$ cat src/rtl/heartbeat_monitor.sv
// Heartbeat monitor: synchronises one CPU's PWM heartbeat, measures rising-to-rising period
// and qualifies a registered alive flag with hysteresis. Optional high-time check: HEARTBEAT_DUTY_CHECK_EN.
module heartbeat_monitor #(
    parameter int CNT_W      = 20,
    parameter int MIN_PERIOD = 45000,
    parameter int MAX_PERIOD = 55000,
    parameter int GOOD_N     = 4,
    parameter int BAD_N      = 2
`ifdef HEARTBEAT_DUTY_CHECK_EN
    ,
    parameter int MIN_HIGH   = 10000,
    parameter int MAX_HIGH   = 40000
`endif
) (
    input  logic             clk,
    input  logic             rst,
    input  logic             pwm,
    output logic             io,
    output logic [CNT_W-1:0] period,
    output logic             period_valid,
    output logic             fault,
    output logic [1:0]       state
);

    localparam logic [1:0] ST_DEAD    = 2'd0;
    localparam logic [1:0] ST_QUALIFY = 2'd1;
    localparam logic [1:0] ST_ALIVE   = 2'd2;
    localparam logic [1:0] ST_SUSPECT = 2'd3;

    localparam int GW = $clog2(GOOD_N + 1);
    localparam int BW = $clog2(BAD_N + 1);

    localparam logic [CNT_W-1:0] MIN_P    = CNT_W'(MIN_PERIOD);
    localparam logic [CNT_W-1:0] MAX_P    = CNT_W'(MAX_PERIOD);
    localparam logic [GW-1:0]    GOOD_TGT = GW'(GOOD_N);
    localparam logic [BW-1:0]    BAD_TGT  = BW'(BAD_N);

    function automatic logic in_window(input logic [CNT_W-1:0] v,
                                       input logic [CNT_W-1:0] lo,
                                       input logic [CNT_W-1:0] hi);
        return (v >= lo) && (v <= hi);
    endfunction

    function automatic logic [CNT_W-1:0] sat_inc(input logic [CNT_W-1:0] v);
        return (&v) ? v : v + CNT_W'(1);
    endfunction

    // Stage p0/p1: two-flop synchroniser; p2: previous synchronised sample for edge detect.
    // Left out of reset so a pin already high at reset is not mistaken for an edge.
    logic pwm_p0, pwm_p1, pwm_p2;

    always_ff @(posedge clk) begin
        pwm_p0 <= pwm;
        pwm_p1 <= pwm_p0;
        pwm_p2 <= pwm_p1;
    end

    // Event classification from the synchronised edge and the running period counter.
    logic             rise;
    logic             ref_seen;
    logic             meas;
    logic             timeout;
    logic             period_ok;
    logic             duty_ok;
    logic             good_evt;
    logic             bad_evt;
    logic [CNT_W-1:0] cnt;

    always_comb begin
        rise      = pwm_p1 & ~pwm_p2;
        meas      = rise & ref_seen;
        timeout   = ~rise & ref_seen & (cnt == MAX_P);
        period_ok = in_window(cnt, MIN_P, MAX_P);
        good_evt  = meas & period_ok & duty_ok;
        bad_evt   = (meas & ~(period_ok & duty_ok)) | timeout;
    end

`ifdef HEARTBEAT_DUTY_CHECK_EN
    localparam logic [CNT_W-1:0] MIN_H = CNT_W'(MIN_HIGH);
    localparam logic [CNT_W-1:0] MAX_H = CNT_W'(MAX_HIGH);

    logic             fall;
    logic             high_run;
    logic             fell;
    logic [CNT_W-1:0] hcnt;
    logic [CNT_W-1:0] high_len;

    // high_len holds the high time of the pulse that began at the previous rise;
    // fell stays low when that pulse never ended, which fails the duty check.
    always_comb begin
        fall    = ~pwm_p1 & pwm_p2;
        duty_ok = fell & in_window(high_len, MIN_H, MAX_H);
    end

    always_ff @(posedge clk) begin
        if (rst) begin
            high_run <= 1'b0;
            fell     <= 1'b0;
            hcnt     <= '0;
            high_len <= '0;
        end else if (rise) begin
            high_run <= 1'b1;
            fell     <= 1'b0;
            hcnt     <= CNT_W'(1);
        end else begin
            if (high_run)
                hcnt <= sat_inc(hcnt);
            if (fall) begin
                high_run <= 1'b0;
                fell     <= high_run;
                high_len <= hcnt;
            end
        end
    end
`else
    assign duty_ok = 1'b1;
`endif

    // Period measurement: counter restarts on every rise and is parked at zero without a reference.
    always_ff @(posedge clk) begin
        if (rst) begin
            ref_seen     <= 1'b0;
            cnt          <= '0;
            period       <= '0;
            period_valid <= 1'b0;
        end else begin
            period_valid <= meas;
            if (rise) begin
                ref_seen <= 1'b1;
                cnt      <= CNT_W'(1);
                if (ref_seen)
                    period <= cnt;
            end else if (timeout) begin
                ref_seen <= 1'b0;
                cnt      <= '0;
            end else if (ref_seen) begin
                cnt <= sat_inc(cnt);
            end
        end
    end

    // Health FSM: counters are cleared whenever a state is entered afresh.
    logic [1:0]    state_nx;
    logic [GW-1:0] good_cnt, good_nx, good_inc;
    logic [BW-1:0] bad_cnt, bad_nx, bad_inc;

    always_comb begin
        state_nx = state;
        good_nx  = good_cnt;
        bad_nx   = bad_cnt;
        good_inc = good_cnt + GW'(1);
        bad_inc  = bad_cnt + BW'(1);
        case (state)
            ST_DEAD, ST_QUALIFY: begin
                if (good_evt) begin
                    if (good_inc == GOOD_TGT) begin
                        state_nx = ST_ALIVE;
                        good_nx  = '0;
                        bad_nx   = '0;
                    end else begin
                        state_nx = ST_QUALIFY;
                        good_nx  = good_inc;
                    end
                end else if (bad_evt) begin
                    state_nx = ST_DEAD;
                    good_nx  = '0;
                end
            end
            ST_ALIVE, ST_SUSPECT: begin
                if (bad_evt) begin
                    if (bad_inc == BAD_TGT) begin
                        state_nx = ST_DEAD;
                        good_nx  = '0;
                        bad_nx   = '0;
                    end else begin
                        state_nx = ST_SUSPECT;
                        bad_nx   = bad_inc;
                    end
                end else if (good_evt) begin
                    state_nx = ST_ALIVE;
                    bad_nx   = '0;
                end
            end
            default: begin
                state_nx = ST_DEAD;
                good_nx  = '0;
                bad_nx   = '0;
            end
        endcase
    end

    // io is high in ALIVE and SUSPECT (state bit 1); fault marks its falling cycle.
    always_ff @(posedge clk) begin
        if (rst) begin
            state    <= ST_DEAD;
            good_cnt <= '0;
            bad_cnt  <= '0;
            io       <= 1'b0;
            fault    <= 1'b0;
        end else begin
            state    <= state_nx;
            good_cnt <= good_nx;
            bad_cnt  <= bad_nx;
            io       <= state_nx[1];
            fault    <= io & ~state_nx[1];
        end
    end

endmodule

$ cat config.mk
export PLATFORM = sky130hd
export DESIGN_NAME = heartbeat_monitor
export DESIGN_NICKNAME = d
export VERILOG_FILES = /design/src/rtl/heartbeat_monitor.sv
export SDC_FILE = /design/constraint.sdc
export NUM_CORES = 1
export LEC_CHECK = 0
export BUFFER_PORTS_ARGS = -buffer_cell sky130_fd_sc_hd__buf_2
export CORE_MARGIN = 5
export CORE_UTILIZATION = 55
export CTS_BUF_LIST = sky130_fd_sc_hd__clkbuf_2
export DETAILED_ROUTE_END_ITERATION = 12
export HOLD_SLACK_MARGIN = 0.1
export PLACE_DENSITY = 0.84
export SETUP_SLACK_MARGIN = 0.2
export SLEW_MARGIN = 20
export SYNTH_ARGS = -nofsm -noshare
export SYNTH_HDL_FRONTEND = slang
export SYNTH_SLANG_ARGS = --single-unit
$ cat constraint.sdc
create_clock -name clk -period 4.8 [get_ports clk]
set_input_delay 0.96 -clock clk [delete_from_list [all_inputs] [get_ports clk]]
set_output_delay 0.96 -clock clk [all_outputs]
set_load 0.01 [all_outputs]
## After elaboration in Yosys (flattened, before gate mapping)

Index checks and enable logic that the tools add are counted.

| word-level totals | value |
|---|---|
| flip-flop bits (word level) | 53 |
| input port bits | 3 |

| operators by class | value |
|---|---|
| add/subtract/negate cells | 3 |
| order comparisons | 2 |
| equality and inequality tests | 13 |
| mux-type cells | 25 |
| bitwise gates (word level) | 13 |
| reduce and logical (&&, ||, !) cells | 14 |

Operator list:

| operator | number |
|---|---|
| $mux W2 | 11 |
| $add A20 B1 Y20 const B | 1 |
| $eq A20 B16 Y1 const B | 1 |
| $ge A20 B16 Y1 const B | 1 |
| $le A20 B16 Y1 const B | 1 |
| $reduce_and A20 Y1 | 1 |
| $mux W3 | 5 |
| $ne A3 B3 Y1 const B | 3 |
| $ne A2 B2 Y1 const B | 4 |
| $pmux W2 S2 | 2 |
| $reduce_and A2 Y1 | 4 |
| $and A1 B1 Y1 | 7 |
| $eq A2 B2 Y1 const B | 3 |
| $mux W1 | 6 |
| $pmux W3 S2 | 1 |
| $reduce_and A3 Y1 | 2 |
| $not A1 Y1 | 5 |
| $reduce_or A2 Y1 | 2 |
| $add A3 B1 Y3 const B | 1 |
| $eq A3 B3 Y1 const B | 1 |
| $reduce_bool A3 Y1 | 1 |
| $reduce_or A3 Y1 | 1 |
| $add A2 B1 Y2 const B | 1 |
| $eq A2 B1 Y1 const B | 1 |
| 4 further kinds | 4 |

## Depth between registers and ports, before layout

| depth | value |
|---|---|
| depth in word-level cells | 11 |
| gate-level depth with buffers | 8 |
| mapped depth without buffers | 7 |

## Worst setup path after synthesis

OpenSTA, ideal clock, no wires.

| timing | value |
|---|---|
| path kind | flip-flop to flip-flop |
| from | reg cnt[0] |
| to | reg bad_cnt[1] |
| setup time | 131 ps |
| data arrival time | 1754 ps |
| path slack | 2916 ps |
| cell stages (with the launch flop) | 8 |
| period minus slack after synthesis | 1884 ps |
| cell sequence | dfxtp_1 nor4_1 and4_1 a211oi_1 or3_1 buf_2 o2111ai_2 o22ai_1 |

| on the way | value |
|---|---|
| cells in the longest elaborated chain, start to end | 7 |
| elaborated cells between the ends (all ways) | 14 |
| classes of those cells | order compare (2); eq/ne (3); mux (2); bitwise (5); reduce/logical (2) |

RTL lines:

| item | RTL line | text |
|---|---|---|
| from (decl) | 67 | `logic [CNT_W-1:0] cnt;` |
| from (signal assigned) | 137 | `cnt <= sat_inc(cnt);` |
| $ge A20 B16 Y1 / $le A20 B16 Y1 (equally long branches) | 41 | `return (v >= lo) && (v <= hi);` |
| $logic_and A1 B1 Y1 | 41 |  |
| $not A1 Y1 | 75 | `bad_evt = (meas & ~(period_ok & duty_ok)) \| timeout;` |
| $and A1 B1 Y1 | 75 |  |
| $or A1 B1 Y1 | 75 |  |
| $ne A3 B3 Y1 (no source line) / $mux W2 (equally long branches) | - |  |
| $reduce_and A3 Y1 (no source line) / $pmux W2 S2 (equally long branches) | - |  |
| to (signal assigned) | 203 | `bad_cnt <= bad_nx;` |
| to (decl) | 145 | `logic [BW-1:0] bad_cnt, bad_nx, bad_inc;` |

Parallel ways exist; a longest one is shown, timed or not.
A chain may end at the register's enable or synchronous reset.

## Final worst setup path

| timing | value |
|---|---|
| from | reg pwm_p1 |
| to | reg good_cnt[2] |

| on the way | value |
|---|---|
| cells in the longest elaborated chain, start to end | 7 |
| elaborated cells between the ends (all ways) | 13 |
| classes of those cells | eq/ne (2); mux (2); bitwise (8); reduce/logical (1) |

RTL lines:

| item | RTL line | text |
|---|---|---|
| from (decl) | 50 | `logic pwm_p0, pwm_p1, pwm_p2;` |
| from (signal assigned) | 54 | `pwm_p1 <= pwm_p0;` |
| $and A1 B1 Y1 * | 70 | `rise = pwm_p1 & ~pwm_p2;` |
| $not A1 Y1 | 72 | `timeout = ~rise & ref_seen & (cnt == MAX_P);` |
| $and A1 B1 Y1 (2 in series) | 72 |  |
| $or A1 B1 Y1 | 75 |  |
| $ne A3 B3 Y1 (no source line) / $ne A2 B2 Y1 (equally long branches) | - |  |
| $reduce_and A3 Y1 (no source line) | - |  |
| to (signal assigned) | 202 | `good_cnt <= good_nx;` |
| to (decl) | 144 | `logic [GW-1:0] good_cnt, good_nx, good_inc;` |

Mark *: on every way between the ends. The rest lies on a longest branch, timed or not.

==> flow_results.org <==
** Route
- Summed over all layers, the routed wires come to 4.90 mm.
- After detailed routing, the average wire length per cell comes to roughly 13 µm.
- After detailed routing, the number of remaining DRC violations is 0.
- The pre-antenna-repair detailed-routing pass consisted of 4 iterations.
- Initial DRC count :: 110
- Vias after detailed routing :: 2048
- Via count normalized by instance count :: 5.60
- Final ANT Viol Nets :: 0

** Min path
- Hold WC Path Type :: flop to flop
- The worst hold path begins at pwm_p0.
- The worst hold path terminates at pwm_p1.
- The worst hold path was traced through 0 stages.

** Cells and area
- From synthesis to final layout, the design area changed by 7.97%.
- The post-route netlist has 13.1% of its cells at a drive strength greater than 1.
- With fillers left out, the area of the finished cells amounts to roughly 0.0026 mm².
- 0 antenna diodes ended up in the layout.
- Final nets :: 320

** Die
- Initial Utilization :: between 50% and 60%
- The initialized floorplan defines 24 standard-cell rows.
- The floorplan step set the die width to roughly 76 µm.
- The floorplan step defined a die boundary enclosing 0.00579 mm².
- 28 I/O pins were placed.
- Placeable core area :: 0.00429 mm²
- The floorplan step set the die height to 76.1 µm.

** STA
- Final WS setup :: 2560 ps
- Subtracting the final worst setup slack from the clock period gives 2240 ps.
- Dividing the final minimum period by the clock period gives between 40 and 50%.
- Worst slew margin relative to its limit :: between 40% and 50%
- Setup repair after global routing left no endpoint under its margin.
- Between clock sinks in the finished design, the worst skew comes to 20.5 ps.
- For the pin with the worst max-slew slack, the measured transition is 778 ps.
- Final number of max-transition violations :: 0
- Final count of hold timing violations :: 0
- Setup tns final :: 0 ps
- Setup violations remaining at the end of the flow were counted as 0.
- Max frequency :: 446 MHz

** Critical path
- Total buffers and inverters traversed by the critical path :: 0
- The signal on the critical path passes through nor2b_1 > nand2_1 > or3_1 > a2111oi_2 > a21o_1.
- STA puts the critical path data arrival time at 2650 ps.
- Worst setup path category :: flop to flop
- Req. time, crit path :: 5210 ps
- Slowest Stage Delay on Critical Path :: 550 ps
- Depth of the worst register-to-register path :: 5
- STA classifies the critical path endpoint as a flop.
- Setup slack on the worst reg-to-reg path comes out at roughly 2600 ps.
- The largest individual stage delay along the critical path comes from the cell or3_1.
- Launching point of the worst reg2reg path :: pwm_p1
- Broken down by cell family, the worst path's largest delay share belongs to simple AND/OR/NAND/NOR gates.
- Endpoint of the lowest-slack register-to-register path :: good_cnt[2]
- Of all nets on the critical path, the largest fanout is 24.
- The worst setup path is launched from a flop.

** Power
- Dividing total power by cell area gives a power density of around 280 mW/mm².
- Flop pwr share :: between 60% and 70%
- The analysis attributes to cell leakage a power of 0.943 nW.
- In this run the power spent charging and discharging nets is 0.000168 W.
- Sw Ratio :: 23.5%
- The worst-case IR drop observed on VDD is 0.000234 V.
- Internal power of the cells :: 0.000546 W
- Relative contribution of the clock network to total power :: 32.1%
- Combinational share of power :: ~4.4%

** Logic synthesis
- Most instantiated flip-flop cell in the synthesis netlist :: dfxtp_1
- Most common cell in the synthesized netlist :: nand2_1
- The number of nets in the synthesized netlist is 303.
- Counting distinct cell types in the post-synthesis netlist gives 46.
- By area the synthesized netlist is led by dfxtp_1, nand2_1, a21oi_1, nor2_1, xnor2_1.
- Post-Synthesis Cell Area :: 0.00240 mm²
- Cells after Synth :: 296
- Avg Cell Area, Syn :: 8.11 µm²
- In the synthesized netlist the async set-or-reset flop fraction comes to 0%.
- Proportion of netlist area held by the largest area contributor :: 44.2%
- Total number of yosys warnings :: 0
- Number of synthesized flops with an enable pin :: 0
- Summed over all instances, the cell type with the most area after synthesis is dfxtp_1.
- In this run, synthesis produced a sequential element count of 53.
- Sequential cells were found to cover between 40 and 50% of the synthesized design area.
- Ranked by instance count, the synthesized netlist is headed by nand2_1, dfxtp_1, a21oi_1.

** Clocking
- TritonCTS clock tree :: built
- Clock tree synthesis found a total of 53 sinks.
- Clock buffer count from CTS :: 5
- Post-CTS repair timing setup buffer count :: 0
- Once the clock tree was built, the resizer swapped 0 gates to a different size.
- Clock-pin slew was measured on the worst setup and hold paths at around 250 ps.
- Total of hold buffers inserted after clock tree synthesis :: 0
- The clock passes through at most 2 buffers.
- Buffer type at the clock tree root :: clkbuf_2
- Clock latency at the later pin of the worst-skew pair :: 450 ps
- Level count of the clock H-tree :: 2

** GRT
- Remaining global-route overflow :: 0
- Entering global routing, the biggest net connects 32 pins.
- Number of global-route vias before repair :: 1960
- The number of antenna violations at the first check in global routing is 0.
- First-pass GRT wire length :: approximately 8.5 mm
- Global routing used 17.5% of the available tracks.

** Place
- Number of buffer cells added on primary ports :: 27
- Last weighted congestion value of the routability-driven placer :: about 0.9
- Pre-CTS setup slack :: about 2500 ps
- Summing all placed instances gives a cell area of 0.00252 mm².
- Detailed placement finished with a half-perimeter wire length of 3.52 mm.

** Job
- Across the run, the number of max-cap violations was 0.

** Run status
- Status :: finished clean
[worst max path at each step]
| stage | from | to | slack [ps] | cells past startpoint |
|---|---|---|---|---|
| 4_1_cts | pwm_p1 | good_cnt[2] | 2540 | 5 |
| 2_1_floorplan | cnt[0] | bad_cnt[1] | 2920 | 7 |
| 6_report | pwm_p1 | good_cnt[2] | 2560 | 5 |
| 3_5_place_dp | rst | cnt[2] | 2540 | 3 |
| 5_1_grt | pwm_p1 | good_cnt[2] | 2340 | 5 |
| 3_3_place_gp | rst | good_cnt[1] | 2580 | 7 |
[final cells by class]
type                       count  area [µm²]
fill                         403        1700
clock buffer                   5        25.0
multi-input combinational    214        1220
sequential                    53        1060
inverter                      12        45.0
tap                           52        65.1
timing repair buffer          27         135
clock inverter                 3        43.8
[through the flow]
stage	hold WS (ps)	util, %	cells	power (W)
4_1_cts	354	60.4	366	0.000719
3_3_place_gp	311	58.7	358	0.000492
3_5_place_dp	314	58.8	358	0.000493
6_report	351	60.4	366	0.000714
2_1_floorplan	310	-	296	0.000485
5_1_grt	367	60.4	366	0.000747
[registers in the layout (all words and copies together) (netlist names)]
register / cells
bad_cnt: 2
cnt: 20
fault: 1
good_cnt: 3
period: 20
period_valid: 1
pwm_p0: 1
pwm_p1: 1
pwm_p2: 1
ref_seen: 1
state: 2
[power by group through the flow]
stage | clock network [W] | registers (W) | logic [W]
5_1_grt | 0.000256 | 0.000456 | 0.0000351
4_1_cts | 0.000233 | 0.000454 | 0.0000313
2_1_floorplan | 0 | 0.000461 | 0.0000244
3_3_place_gp | 0 | 0.000462 | 0.0000303
3_5_place_dp | 0 | 0.000462 | 0.0000312
6_report | 0.000229 | 0.000454 | 0.0000311
[routing by layer]
metal	wire, µm	GRT usage, %	vias up	share of wire, %
li1	-	-	1055	-
met1	2200	21.4	936	45
met2	2340	29.5	47	48
met3	278	3.78	10	5.7
met4	74	7.52	0	1.5
met5	0	0	-	0
[placed cells by master (no fill, tap or decap), types with 3 or more instances in the layout]
cell type / Yosys / routed
nand2_1: 56 / 56
dfxtp_1: 53 / 53
a21oi_1: 27 / 27
buf_2: 4 / 27
nor2_1: 26 / 25
inv_1: 11 / 11
nand3_1: 10 / 10
o21ai_0: 9 / 9
or3_1: 9 / 9
xnor2_1: 8 / 8
nand4_1: 6 / 6
nand2b_1: 5 / 5
nor4_1: 5 / 5
clkbuf_2: 0 / 5
and4_1: 4 / 4
xor2_1: 4 / 4
ha_1: 4 / 4
and2_1: 3 / 3
o21ai_1: 3 / 3
o22ai_1: 3 / 3
mux2i_1: 3 / 3
[cells by family (layout without fill, tap and decap cells)]
logic type / after synthesis / count (layout) / share of synthesized area [%]
AND/OR/NAND/NOR: 135 / 135 / 27.3
flip-flops: 53 / 53 / 44.2
AO/OA/AOI/OAI: 60 / 60 / 15.6
adder cells (fa/ha/maj): 4 / 4 / 2.08
buffers and inverters: 29 / 47 / 5.21
multiplexers: 3 / 3 / 1.25
XOR/XNOR: 12 / 12 / 4.38
Note: power is estimated with default switching activity, not from simulation.
